File: src/rtl/haz_pkg.sv
// Shared types and helpers for the hazard scoreboard: tracked-entry layout,
// the register-file select code and the select-width helper.
package haz_pkg;

  // Widest register address an entry can hold; narrower addresses are zero-extended.
  localparam int HAZ_RD_W = 8;

  localparam int SEL_RF = 0;

  typedef struct packed {
    logic                valid;
    logic [HAZ_RD_W-1:0] rd;
    logic                we;
    logic                is_load;
  } haz_entry_t;

  function automatic int sel_w(input int depth);
    return (depth < 1) ? 1 : $clog2(depth + 1);
  endfunction

endpackage

File: src/rtl/hazard_fwd_match.sv
// Priority comparator for one source operand: picks the youngest tracked producer
// and flags a load that is still too young to forward from.
module hazard_fwd_match
  import haz_pkg::*;
#(
  parameter int ADDR_W   = 5,
  parameter int DEPTH    = 3,
  parameter int LOAD_LAT = 1,
  parameter int SELW     = 2
) (
  input  logic [ADDR_W-1:0] rs_i,
  input  logic              used_i,
  input  haz_entry_t        entries_i [DEPTH],
  output logic [SELW-1:0]   sel_o,
  output logic              load_early_o
);

  logic [HAZ_RD_W-1:0] rs_ext;
  assign rs_ext = HAZ_RD_W'(rs_i);

  // Scan oldest to youngest so the youngest match is the one left standing.
  always_comb begin
    sel_o        = SELW'(SEL_RF);
    load_early_o = 1'b0;
    for (int k = DEPTH - 1; k >= 0; k--) begin
      if (used_i && (rs_i != '0) && entries_i[k].valid && entries_i[k].we &&
          (entries_i[k].rd == rs_ext)) begin
        sel_o        = SELW'(k + 1);
        load_early_o = entries_i[k].is_load && (k < LOAD_LAT);
      end
    end
  end

endmodule

File: src/rtl/hazard_scoreboard.sv
// Hazard unit: tracks in-flight destinations, drives forwarding selects, load-use
// stall and redirect flush. Optional perf counters guarded by HAZ_PERF_EN.
module hazard_scoreboard
  import haz_pkg::*;
#(
  parameter int ADDR_W    = 5,
  parameter int DEPTH     = 3,
  parameter int NUM_SRC   = 2,
  parameter int LOAD_LAT  = 1,
  parameter int FLUSH_CYC = 2,
  localparam int SELW     = sel_w(DEPTH)
) (
  input  logic                      clk,
  input  logic                      rst,
  input  logic                      id_valid,
  input  logic [NUM_SRC*ADDR_W-1:0] id_rs,
  input  logic [NUM_SRC-1:0]        id_rs_used,
  input  logic [ADDR_W-1:0]         id_rd,
  input  logic                      id_reg_we,
  input  logic                      id_mem_read,
  input  logic                      redirect,
  output logic [NUM_SRC*SELW-1:0]   fwd_sel,
  output logic                      stall,
  output logic                      if_we,
  output logic                      flush
`ifdef HAZ_PERF_EN
  ,
  output logic [31:0]               perf_stall_cnt,
  output logic [31:0]               perf_flush_cnt
`endif
);

  localparam int FCW = (FLUSH_CYC > 0) ? $clog2(FLUSH_CYC + 1) : 1;

  haz_entry_t         entries_q [DEPTH];
  haz_entry_t         entries_d [DEPTH];
  logic [FCW-1:0]     fcnt_q, fcnt_d;
  logic [NUM_SRC-1:0] load_early;

  genvar gi;
  generate
    for (gi = 0; gi < NUM_SRC; gi++) begin : g_src
      hazard_fwd_match #(
        .ADDR_W  (ADDR_W),
        .DEPTH   (DEPTH),
        .LOAD_LAT(LOAD_LAT),
        .SELW    (SELW)
      ) u_match (
        .rs_i        (id_rs[gi*ADDR_W +: ADDR_W]),
        .used_i      (id_rs_used[gi]),
        .entries_i   (entries_q),
        .sel_o       (fwd_sel[gi*SELW +: SELW]),
        .load_early_o(load_early[gi])
      );
    end
  endgenerate

  // Redirect dominates: it forces flush, which masks the stall and bubbles EX.
  always_comb begin
    flush = redirect || (fcnt_q != '0);
    stall = id_valid && !flush && (|load_early);
    if_we = !stall;

    if (redirect)
      fcnt_d = FCW'(FLUSH_CYC);
    else if (fcnt_q != '0)
      fcnt_d = fcnt_q - FCW'(1);
    else
      fcnt_d = fcnt_q;

    entries_d[0].valid   = id_valid && !stall && !flush;
    entries_d[0].rd      = HAZ_RD_W'(id_rd);
    entries_d[0].we      = id_reg_we;
    entries_d[0].is_load = id_mem_read;
    for (int k = 1; k < DEPTH; k++) begin
      entries_d[k] = entries_q[k-1];
    end
  end

  always_ff @(posedge clk or negedge rst) begin
    if (!rst) begin
      fcnt_q <= '0;
      for (int k = 0; k < DEPTH; k++) begin
        entries_q[k] <= '0;
      end
    end else begin
      fcnt_q <= fcnt_d;
      for (int k = 0; k < DEPTH; k++) begin
        entries_q[k] <= entries_d[k];
      end
    end
  end

`ifdef HAZ_PERF_EN
  logic [31:0] perf_stall_q, perf_flush_q;

  always_ff @(posedge clk or negedge rst) begin
    if (!rst) begin
      perf_stall_q <= '0;
      perf_flush_q <= '0;
    end else begin
      if (stall && (perf_stall_q != 32'hFFFF_FFFF))
        perf_stall_q <= perf_stall_q + 32'd1;
      if (flush && (perf_flush_q != 32'hFFFF_FFFF))
        perf_flush_q <= perf_flush_q + 32'd1;
    end
  end

  assign perf_stall_cnt = perf_stall_q;
  assign perf_flush_cnt = perf_flush_q;
`endif

endmodule

File: config.mk
export PLATFORM = sky130hd
export DESIGN_NAME = hazard_scoreboard
export DESIGN_NICKNAME = d
export VERILOG_FILES = /design/src/rtl/haz_pkg.sv /design/src/rtl/hazard_fwd_match.sv /design/src/rtl/hazard_scoreboard.sv
export SDC_FILE = /design/constraint.sdc
export NUM_CORES = 1
export LEC_CHECK = 0
export BUFFER_PORTS_ARGS = -buffer_cell sky130_fd_sc_hd__buf_4
export CORE_MARGIN = 2
export CORE_UTILIZATION = 50
export DETAILED_ROUTE_END_ITERATION = 7
export PLACE_DENSITY = 0.77
export SKIP_CTS_REPAIR_TIMING = 1
export SLEW_MARGIN = 30
export SYNTH_ARGS = -nofsm -noshare
export SYNTH_HDL_FRONTEND = slang
export SYNTH_SLANG_ARGS = --single-unit
File: constraint.sdc
create_clock -name clk -period 2.45 [get_ports clk]
set_input_delay 0.49 -clock clk [delete_from_list [all_inputs] [get_ports clk]]
set_output_delay 0.49 -clock clk [all_outputs]
set_load 0.01 [all_outputs]
==> flow_summary.yaml <==
setup_path:
  slowest_delay_ns: 0.51
  cp.arrival_ns: 1.89
  worst-path-max-fanout: 3
  end_kind: "output pin"
  critical_path_class: "flip-flop to output pin"
  start_kind: "flip-flop"
  crit_family: "simple AND/OR/NAND/NOR gates"
  critPathBufInv: 1
  critPathRequiredTime_ns: 1.96
  worstPathCellList: "xnor2_1 > nand4_1 > or4_1 > a21oi_1 > buf_4"
  cpMaxStageDelayCell: "or4_1"
global_routing:
  grt_pass1_vias: 835
  grt_max_degree: 25
  grt.total_usage_pct: 20.0
  grt_pass1_wl_um: 3710
  antenna_found_initial: 0
  overflow: 0
placed_design:
  dp_worst_setup_slack_ns: 0.118
  dp_hpwl_um: 1760
  port_buffers: 29
  globalplace.congestion: 0.901
synth:
  syn_nets: 117
  synth-seq-cells: 24
  yosysWarnings: 0
  async_flop_share_pct: 100
  postSynthCellCount: 93
  ys_types: 19
  synth_area_mm2: 0.00112
  synth_edf_count: 0
  ys.flop_type: "dfrtp_1"
  synth.avg_cell_area_um2: 12.0
  yosysSeqAreaShare_pct: 53.6
sta:
  timing.final.ws_setup_ns: 0.0733
  worstMarginPinSlew_ns: 0.340
  maxSlewHeadroom_pct: 77.1
  finalSetupTns_ns: 0
  hold_violations: 0
  final-max-slew-violation-count: 0
  fmax_ghz: 0.421
  setup-violations-final: 0
  finalCritPeriodShare_pct: 97.0
  period_needed_ns: 2.38
  skew_ns: 0.00518
floorplan:
  initial_core_util_pct: 51.6
  rows: 17
  die_x_um: 51.3
  die_h_um: 51.3
  core-area_mm2: 0.00217
  dieArea_mm2: 0.00263
  boundaryPins: 30
routing:
  first_pass_iters: 4
  wirelength_um: 2320
  drc: 0
  vias: 819
  initialDrtViolationCount: 10
  vias_per_cell: 5.35
  postRouteAntennaNets: 0
  wl_per_cell_um: 15.2
power_and_ir_drop:
  p_per_area_mw_per_mm2: 562
  vdd_drop_max_v: 0.000465
  leakagePower_nw: 0.615
cells_and_area:
  nets: 151
  diodes: 0
  final_layout_size_suffix_gt1_share_pct: 32.0
  syn2layout_area_growth_pct: 27.5
flow_run:
  cap_viol_max_count: 0
clocking:
  clk_latency_ns: 0.30
  clk_path_buf_depth: 2
  cts.htree.levels: 1
  cts_made_buffers: 3
  cts_tree: "yes"
  clkSlewWorstSetupHoldPaths_ns: 0.12
  cts.sinks: 24
  cts_root_buffer: "clkbuf_4"
min_path:
  hp-class: "input pin to async pin"
status:
  status: "finished, final reports clean"
## registers in the layout, summed over array words and instances, names as in the netlist
register	count
entries_d	15
entries_q	7
fcnt_q	2
## report_power, final
part           internal, mW  switching (mW)  total, mW
Combinational        0.0920          0.0868      0.179
Sequential            0.432          0.0273      0.460
Clock                0.0574           0.106      0.163
## per-stage QoR
step	area (um2)	hold WS (ns)	std cells	power, mW	utilization [%]
CTS	1400	0.0505	153	0.807	64.3
finish	1430	0.0527	153	0.802	65.8
detailed placement	1370	0.359	150	0.640	63.3
floorplan	1120	0.194	93	0.565	-
global placement	1370	0.358	150	0.632	63.3
global route	1430	0.0630	153	0.850	65.8
## cell families (layout without fill, tap and decap cells)
family	count (synthesis)	after routing	synth area share, %
AOI/OAI and AO/OA	6	6	4.36
xor gates and xnor gates	31	31	24.2
adders and majority gates	1	1	1.12
DFF	24	24	53.6
buffers and inverters	3	35	1.01
and+or+nand+nor	28	28	15.6
## cell usage after synthesis (2+ instances only)
library cell	n	area (um2)
o21ai_2	3	26.3
nand2b_1	3	18.8
xnor2_1	24	210
inv_1	3	11.3
nor4_1	2	12.5
dfrtp_1	24	601
xor2_1	7	61.3
or4_1	4	30.0
nand4_1	6	37.5
nor2_1	5	18.8
nand2_1	3	11.3
nor4_2	2	25.0
## final timing paths
kind	startpoint	end	slack (ns)	cells after the start
max reg2reg	entries_d[14]	entries_d[21]	1.01	5
min reg2reg	entries_d[10]	entries_q[10]	0.38	0
min	rst	entries_q[4]	0.05	1
max in group asynchronous	rst	entries_d[12]	2.16	1
max	entries_d[5]	fwd_sel[1]	0.07	5
min in group clk	id_rd[3]	entries_d[16]	0.28	1
## metal layers
| metal | routed length [um] | track usage, % |
|---|---|---|
| met5 | 0 | 0 |
| met3 | 90 | 4.39 |
| met2 | 1160 | 33.1 |
| met1 | 1020 | 23.9 |
| met4 | 45 | 11.8 |
## cell type report
class | count | area, um2
Fill cell | 173 | 742
Sequential cell | 24 | 601
Multi-Input combinational cell | 66 | 541
Timing Repair Buffer | 29 | 218
Tap cell | 28 | 35.0
Clock buffer | 3 | 22.5
Inverter | 3 | 11.3
## cell usage in the layout, fill, tap and decap left out
cell and instances:
a211o_1 1, a21o_2 1, a21oi_1 1, and2b_1 1, buf_4 29, clkbuf_4 3
dfrtp_1 24, ha_1 1, inv_1 3, nand2_1 3, nand2b_1 3, nand3b_1 1
nand4_1 6, nor2_1 5, nor4_1 2, nor4_4 2, o21ai_2 3, or2_1 1
or4_1 4, xnor2_1 22, xnor2_2 2, xor2_1 7
No activity file was read; power rests on OpenSTA's default activity.
